==> src/rtl/fetch_stage_pkg.sv <==
// rtl/fetch_stage_pkg.sv - shared CPU definitions: opcodes, NOP word, fetch state encoding
package cpu_defs;

    localparam logic [15:0] DEF_RESET_PC = 16'h0000;
    localparam logic [15:0] DEF_NOP_INST = 16'h0000;
    localparam logic [3:0]  DEF_HLT_OPC  = 4'hF;
    localparam logic [3:0]  OPC_BEQ      = 4'hC;
    localparam logic [3:0]  OPC_BNE      = 4'hD;

    typedef enum logic [1:0] {
        ST_FETCH = 2'd0,
        ST_WAIT  = 2'd1,
        ST_HALT  = 2'd2
    } fetch_state_e;

    // Instructions are halfword aligned, so bit 0 of any jump target is dropped.
    function automatic logic [15:0] align_pc(input logic [15:0] addr);
        return addr & 16'hFFFE;
    endfunction

endpackage

==> src/rtl/fetch_stage_if.sv <==
// rtl/fetch_stage_if.sv - instruction-memory fetch handshake between fetch stage and memory
interface fetch_stage_if;
    logic [15:0] imem_addr;
    logic        imem_rd;
    logic [15:0] imem_data;
    logic        imem_valid;

    modport master (output imem_addr, output imem_rd, input imem_data, input imem_valid);
    modport slave  (input imem_addr, input imem_rd, output imem_data, output imem_valid);
endinterface

==> src/rtl/fetch_stage_pipe_reg.sv <==
// rtl/fetch_stage_pipe_reg.sv - pipeline register with async reset value, enable and sync clear
module pipe_reg #(
    parameter int           W       = 16,
    parameter logic [W-1:0] RST_VAL = '0,
    parameter logic [W-1:0] CLR_VAL = RST_VAL
) (
    input  logic         clk,
    input  logic         rst_n,
    input  logic         en_i,
    input  logic         clr_i,
    input  logic [W-1:0] d_i,
    output logic [W-1:0] q_o
);

    always_ff @(posedge clk or negedge rst_n) begin
        if (!rst_n) begin
            q_o <= RST_VAL;
        end else if (clr_i) begin
            q_o <= CLR_VAL;
        end else if (en_i) begin
            q_o <= d_i;
        end
    end

endmodule

==> src/rtl/fetch_stage.sv <==
// rtl/fetch_stage.sv - instruction fetch stage and IF/ID register of the 16-bit pipelined CPU
module fetch_stage
    import cpu_defs::*;
#(
    parameter logic [15:0] RESET_PC = DEF_RESET_PC,
    parameter logic [15:0] NOP_INST = DEF_NOP_INST,
    parameter logic [3:0]  HLT_OPC  = DEF_HLT_OPC
) (
    input  logic                 clk,
    input  logic                 rst_n,
    input  logic                 stall,
    input  logic                 if_flush,
    input  logic [15:0]          br_target,
    fetch_stage_if.master        imem,
    output logic [15:0]          if_id_inst,
    output logic [15:0]          if_id_pc_plus2,
    output logic                 if_id_valid,
    output logic                 halt
);

    fetch_state_e state_q, state_d;
    logic [15:0]  pc_q, pc_d;
    logic         pc_en;
    logic         ifid_load, ifid_clr;
    logic         redir_pend_q, redir_pend_d;
    logic [15:0]  redir_tgt_q, redir_tgt_d;
    logic [15:0]  pc_plus2;
    logic         is_hlt;

    assign pc_plus2 = pc_q + 16'd2;
    assign is_hlt   = (imem.imem_data[15:12] == HLT_OPC);

    always_comb begin
        state_d      = state_q;
        pc_d         = pc_q;
        pc_en        = 1'b0;
        ifid_load    = 1'b0;
        ifid_clr     = 1'b0;
        redir_pend_d = redir_pend_q;
        redir_tgt_d  = redir_tgt_q;

        if (if_flush) begin
            ifid_clr = 1'b1;
            if (imem.imem_valid || state_q != ST_WAIT) begin
                pc_d         = align_pc(br_target);
                pc_en        = 1'b1;
                state_d      = ST_FETCH;
                redir_pend_d = 1'b0;
            end else begin
                // The memory still owes us a word for the old PC; redirect once it lands.
                redir_tgt_d  = align_pc(br_target);
                redir_pend_d = 1'b1;
            end
        end else if (!stall) begin
            if (state_q == ST_HALT) begin
                ifid_clr = 1'b1;
            end else if (!imem.imem_valid) begin
                ifid_clr = 1'b1;
                state_d  = ST_WAIT;
            end else if (redir_pend_q) begin
                ifid_clr     = 1'b1;
                pc_d         = redir_tgt_q;
                pc_en        = 1'b1;
                redir_pend_d = 1'b0;
                state_d      = ST_FETCH;
            end else if (is_hlt) begin
                ifid_load = 1'b1;
                state_d   = ST_HALT;
            end else begin
                ifid_load = 1'b1;
                pc_d      = pc_plus2;
                pc_en     = 1'b1;
                state_d   = ST_FETCH;
            end
        end
    end

    always_ff @(posedge clk or negedge rst_n) begin
        if (!rst_n) begin
            state_q      <= ST_FETCH;
            redir_pend_q <= 1'b0;
            redir_tgt_q  <= 16'h0000;
        end else begin
            state_q      <= state_d;
            redir_pend_q <= redir_pend_d;
            redir_tgt_q  <= redir_tgt_d;
        end
    end

    pipe_reg #(.W(16), .RST_VAL(RESET_PC)) u_pc (
        .clk(clk), .rst_n(rst_n), .en_i(pc_en), .clr_i(1'b0), .d_i(pc_d), .q_o(pc_q)
    );

    pipe_reg #(.W(16), .RST_VAL(NOP_INST)) u_ifid_inst (
        .clk(clk), .rst_n(rst_n), .en_i(ifid_load), .clr_i(ifid_clr),
        .d_i(imem.imem_data), .q_o(if_id_inst)
    );

    pipe_reg #(.W(16), .RST_VAL(16'h0000)) u_ifid_pc2 (
        .clk(clk), .rst_n(rst_n), .en_i(ifid_load), .clr_i(ifid_clr),
        .d_i(pc_plus2), .q_o(if_id_pc_plus2)
    );

    pipe_reg #(.W(1), .RST_VAL(1'b0)) u_ifid_valid (
        .clk(clk), .rst_n(rst_n), .en_i(ifid_load), .clr_i(ifid_clr),
        .d_i(1'b1), .q_o(if_id_valid)
    );

    assign imem.imem_addr = pc_q;
    assign imem.imem_rd   = (state_q != ST_HALT);
    assign halt           = (state_q == ST_HALT);

endmodule

==> src/flat_wrapper.sv <==
// flat-port wrapper written by rule: the top's interface ports become plain ports
module fetch_stage_flat import cpu_defs::*;
#(
    parameter logic [15:0] RESET_PC = DEF_RESET_PC,
    parameter logic [15:0] NOP_INST = DEF_NOP_INST,
    parameter logic [3:0]  HLT_OPC  = DEF_HLT_OPC
)
  (clk, rst_n, stall, if_flush, br_target, if_id_inst, if_id_pc_plus2, if_id_valid, halt, imem_imem_addr, imem_imem_rd, imem_imem_data, imem_imem_valid);
  fetch_stage_if imem_i ();
  input  logic clk;
  input  logic rst_n;
  input  logic stall;
  input  logic if_flush;
  input  logic [15:0] br_target;
  output logic [15:0] if_id_inst;
  output logic [15:0] if_id_pc_plus2;
  output logic if_id_valid;
  output logic halt;
  output wire logic [$bits(imem_i.imem_addr)-1:0] imem_imem_addr;
  output wire logic [$bits(imem_i.imem_rd)-1:0] imem_imem_rd;
  input wire logic [$bits(imem_i.imem_data)-1:0] imem_imem_data;
  input wire logic [$bits(imem_i.imem_valid)-1:0] imem_imem_valid;
  assign imem_imem_addr = imem_i.imem_addr;
  assign imem_imem_rd = imem_i.imem_rd;
  assign imem_i.imem_data = imem_imem_data;
  assign imem_i.imem_valid = imem_imem_valid;
  fetch_stage #(.RESET_PC(RESET_PC), .NOP_INST(NOP_INST), .HLT_OPC(HLT_OPC)) u_core (.clk(clk), .rst_n(rst_n), .stall(stall), .if_flush(if_flush), .br_target(br_target), .imem(imem_i), .if_id_inst(if_id_inst), .if_id_pc_plus2(if_id_pc_plus2), .if_id_valid(if_id_valid), .halt(halt));
endmodule
==> config.mk <==
export PLATFORM = sky130hd
export DESIGN_NAME = fetch_stage_flat
export DESIGN_NICKNAME = d
export VERILOG_FILES = /design/src/rtl/fetch_stage_pkg.sv /design/src/rtl/fetch_stage_if.sv /design/src/rtl/fetch_stage_pipe_reg.sv /design/src/rtl/fetch_stage.sv /design/src/flat_wrapper.sv
export SDC_FILE = /design/constraint.sdc
export NUM_CORES = 1
export LEC_CHECK = 0
export BUFFER_PORTS_ARGS = -buffer_cell sky130_fd_sc_hd__clkbuf_2
export CAP_MARGIN = 20
export CORE_MARGIN = 2
export CORE_UTILIZATION = 56
export CTS_CLUSTER_SIZE = 40
export DETAILED_ROUTE_END_ITERATION = 12
export PLACE_DENSITY = 0.84
export SLEW_MARGIN = 20
export SYNTH_ARGS = -nofsm -noshare
export SYNTH_HDL_FRONTEND = slang
export SYNTH_SLANG_ARGS = --single-unit
==> constraint.sdc <==
create_clock -name clk -period 4.1 [get_ports clk]
set_input_delay 0 -clock clk [delete_from_list [all_inputs] [get_ports clk]]
set_output_delay 0 -clock clk [all_outputs]
set_load 0.01 [all_outputs]
==> results by group <==
Outcome
  – Status: finished clean

Clocking
  – Worst-path clk slew: 0.07 ns
  – CTS Buf Count: 9
  – Clock sink count: 65
  – Root Buffer: clkbuf_8
  – CTS Hold Bufs: 33
  – CTS max path bufs: 2
  – Clk Latency, worst-skew pair: 0.35 ns
  – H-tree Lvls: 3
  – Setup Fix Bufs, Post-CTS: 0
  – Cts repair resizes: 0
  – TritonCTS clock tree: built

Cells and area
  – Fin cells: between 400 and 500
  – Synth-to-layout area growth: 31.6%
  – Share of cells above drive strength 1: 29.3%
  – Final cell area excluding filler cells: 0.00413 mm2
  – Util after Layout: 75.5%
  – Nets: approximately 460
  – N_diodes: 0

Logic synthesis
  – Synth Register Bits: 65
  – Cell Area, Synth: approximately 0.0031 mm2
  – Syn Area/Cell: 10.2 um2
  – Seq/Total Area, Yosys: 51.8%
  – Top FF cell, synth: dfrtp_1
  – Synth top area share: 51.8%
  – Cell taking the most area after synthesis: dfrtp_1
  – Post-synthesis instance total: 308
  – Yosys warns: 0
  – Synth unique cells: between 50 and 60
  – Synth async-reset ratio: 100%
  – Top post-synthesis cells by area: dfrtp_1 (52%), a22o_1 (6.4%), nand2_1 (4.2%), mux2_2 (3.6%), o21ai_0 (3.3%)
  – Number of enable flip-flop cells after synthesis: 0

Place
  – Placed cell areas: 0.00358 mm2
  – Gpl congestion: 0.865
  – Post-DP HPWL: about 5100 um
  – PortBufs: 84
  – Worst slack at placement: 1.85 ns
  – Post-Place Cells: 449

Critical path
  – Critical path arrival: approximately 2.6 ns
  – Flop-to-flop setup slack: 1.77 ns
  – Crit Path Max Fanout: 32
  – Critical Path End Type: flop
  – Worst Path Class, Setup: reg -> reg
  – CP required: about 4.3 ns
  – Critical Path Start Type: flop

Timing
  – Fmax: roughly 430 MHz
  – Final Worst Setup Slack: 1.77 ns
  – Final slew viol count: 0
  – Final setup viols: 0
  – Unrepaired setup endpoints after global routing: false
  – Worst hold slack: ~0.093 ns
  – Final worst path period share: 56.8%
  – Worst Skew: 0.0133 ns
  – Final Critical Period: 2.33 ns
  – Max-slew headroom: 30.2%
  – Setup TNS: 0 ns
  – Slew @ Worst Pin: roughly 1.0 ns
  – Endpoints failing hold: 0

Floorplan
  – Die width: 78.9 um
  – Site row count: 27
  – I/O pin total: 88
  – Core ar.: about 0.0055 mm2
  – Chip height: a little under 80 um
  – Die area: 0.00622 mm2
  – Initial core utilization: 57.4%

Route
  – Highest Signal Layer: met4
  – Routed wire length: between 8000 and 9000 um
  – Via/cell ratio: 5.79
  – DRT iter0 DRCs: 339
  – Routed Antenna Nets: 0
  – Residual DRC: 0
  – Via count: 2881
  – Met1 wire length: 3510 um
  – Met3 Routed Length: ~410 um
  – Met2 routed wirelength: 3950 um
  – Wirelength per Cell: 16.5 um
  – 1st-pass router iterations: 6

Global routing
  – First-pass GRT wire length: 13400 um
  – GRT Residual Overflow: 0
  – GRT Util Overall: 28.3%
  – Vias in the first global route: 2850
  – Antenna violations before repair: 0
  – Largest net degree at the start of global routing: 66

Power and ir drop
  – Pwr/cell area: 447 mW/mm2
  – Lkg Pwr: between 1.5 and 2 nW
  – Pwr Total: 1.85 mW
  – Maximum vdd drop: 251 uV

Hold path
  – Worst min-delay path class: in -> reg

Flow run
  – Max Cap Violations: 0
-- synth_stat cells, types with 7 or more instances --
master	number
xnor2_1	9
buf_2	8
inv_1	14
o21ai_0	21
clkbuf_1	7
nand2_1	35
a21oi_1	18
o21ai_1	12
dfrtp_1	65
a22o_1	23
mux2_2	10
nor2_1	11
-- state kept, by name, indices dropped and copies added (netlist names) --
register / count
u_core.redir_tgt_q: 15
u_core.u_ifid_inst.q_o: 16
u_core.u_ifid_pc2.q_o: 15
u_core.state_q: 2
u_core.u_ifid_valid.q_o: 1
u_core.redir_pend_q: 1
u_core.u_pc.q_o: 15
-- power by group --
group,internal [mW],switching [mW]
sequential,0.741,0.106
clock,0.341,0.260
combinational,0.189,0.209
-- critical path, stage by stage, from the launching register on --
cell and delay (ns):
dfrtp_1 1.04, nor3_2 0.20, nor3_2 0.59, o21ai_0 0.22
o2bb2ai_2 0.16
-- logic make-up (layout without fill, tap and decap cells) --
group                    Yosys count  in the layout  synth area share [%]
flip-flops                        65             65                  51.8
AND/OR/NAND/NOR                   81             81                  13.0
buffers and inverters             34            151                  5.10
AO/OA/AOI/OAI                    101            101                  21.7
adder cells (fa/ha/maj)            1              1                 0.399
multiplexers                      12             12                  4.22
XOR/XNOR                          13             13                  3.63
other                              1              2                 0.119
-- layout by cell type (no fill, tap or decap), types with 5 or more instances in the layout --
cell type and count:
clkbuf_8 9, xnor2_1 9, a22o_1 23, dfrtp_1 65, a21oi_1 18, inv_1 14
o21ai_0 21, clkbuf_2 84, o21ai_1 12, nand3_1 6, mux2_2 10, nor2_1 10
nor3_2 5, o211ai_1 6, dlygate4sd3_1 33, nand2_1 35
-- final timing paths --
check	depth (start not counted)	endpoint	start
max	4	u_core.u_pc.q_o[15]	u_core.redir_pend_q
min	4	u_core.state_q[1]	stall
max reg2reg	4	u_core.u_pc.q_o[15]	u_core.redir_pend_q
min reg2reg	2	u_core.u_ifid_pc2.q_o[7]	u_core.u_ifid_pc2.q_o[7]
max in group asynchronous	3	u_core.u_pc.q_o[15]	rst_n
min in group asynchronous	3	u_core.u_ifid_pc2.q_o[3]	rst_n
-- metal layers --
layer	track usage (%)	vias up
met5	0	-
met2	44.1	128
met3	3.86	30
met1	37.6	1393
met4	17.8	0
li1	-	1330
-- final cells by class --
type,instances,area (um2)
Sequential cell,65,1630
Clock buffer,9,124
Multi-Input combinational cell,210,1360
Clock inverter,7,95.1
Fill cell,384,1340
Tap cell,72,90.1
Timing Repair Buffer,121,781
Inverter,14,52.6
No activity file was read; power rests on OpenSTA's default activity.
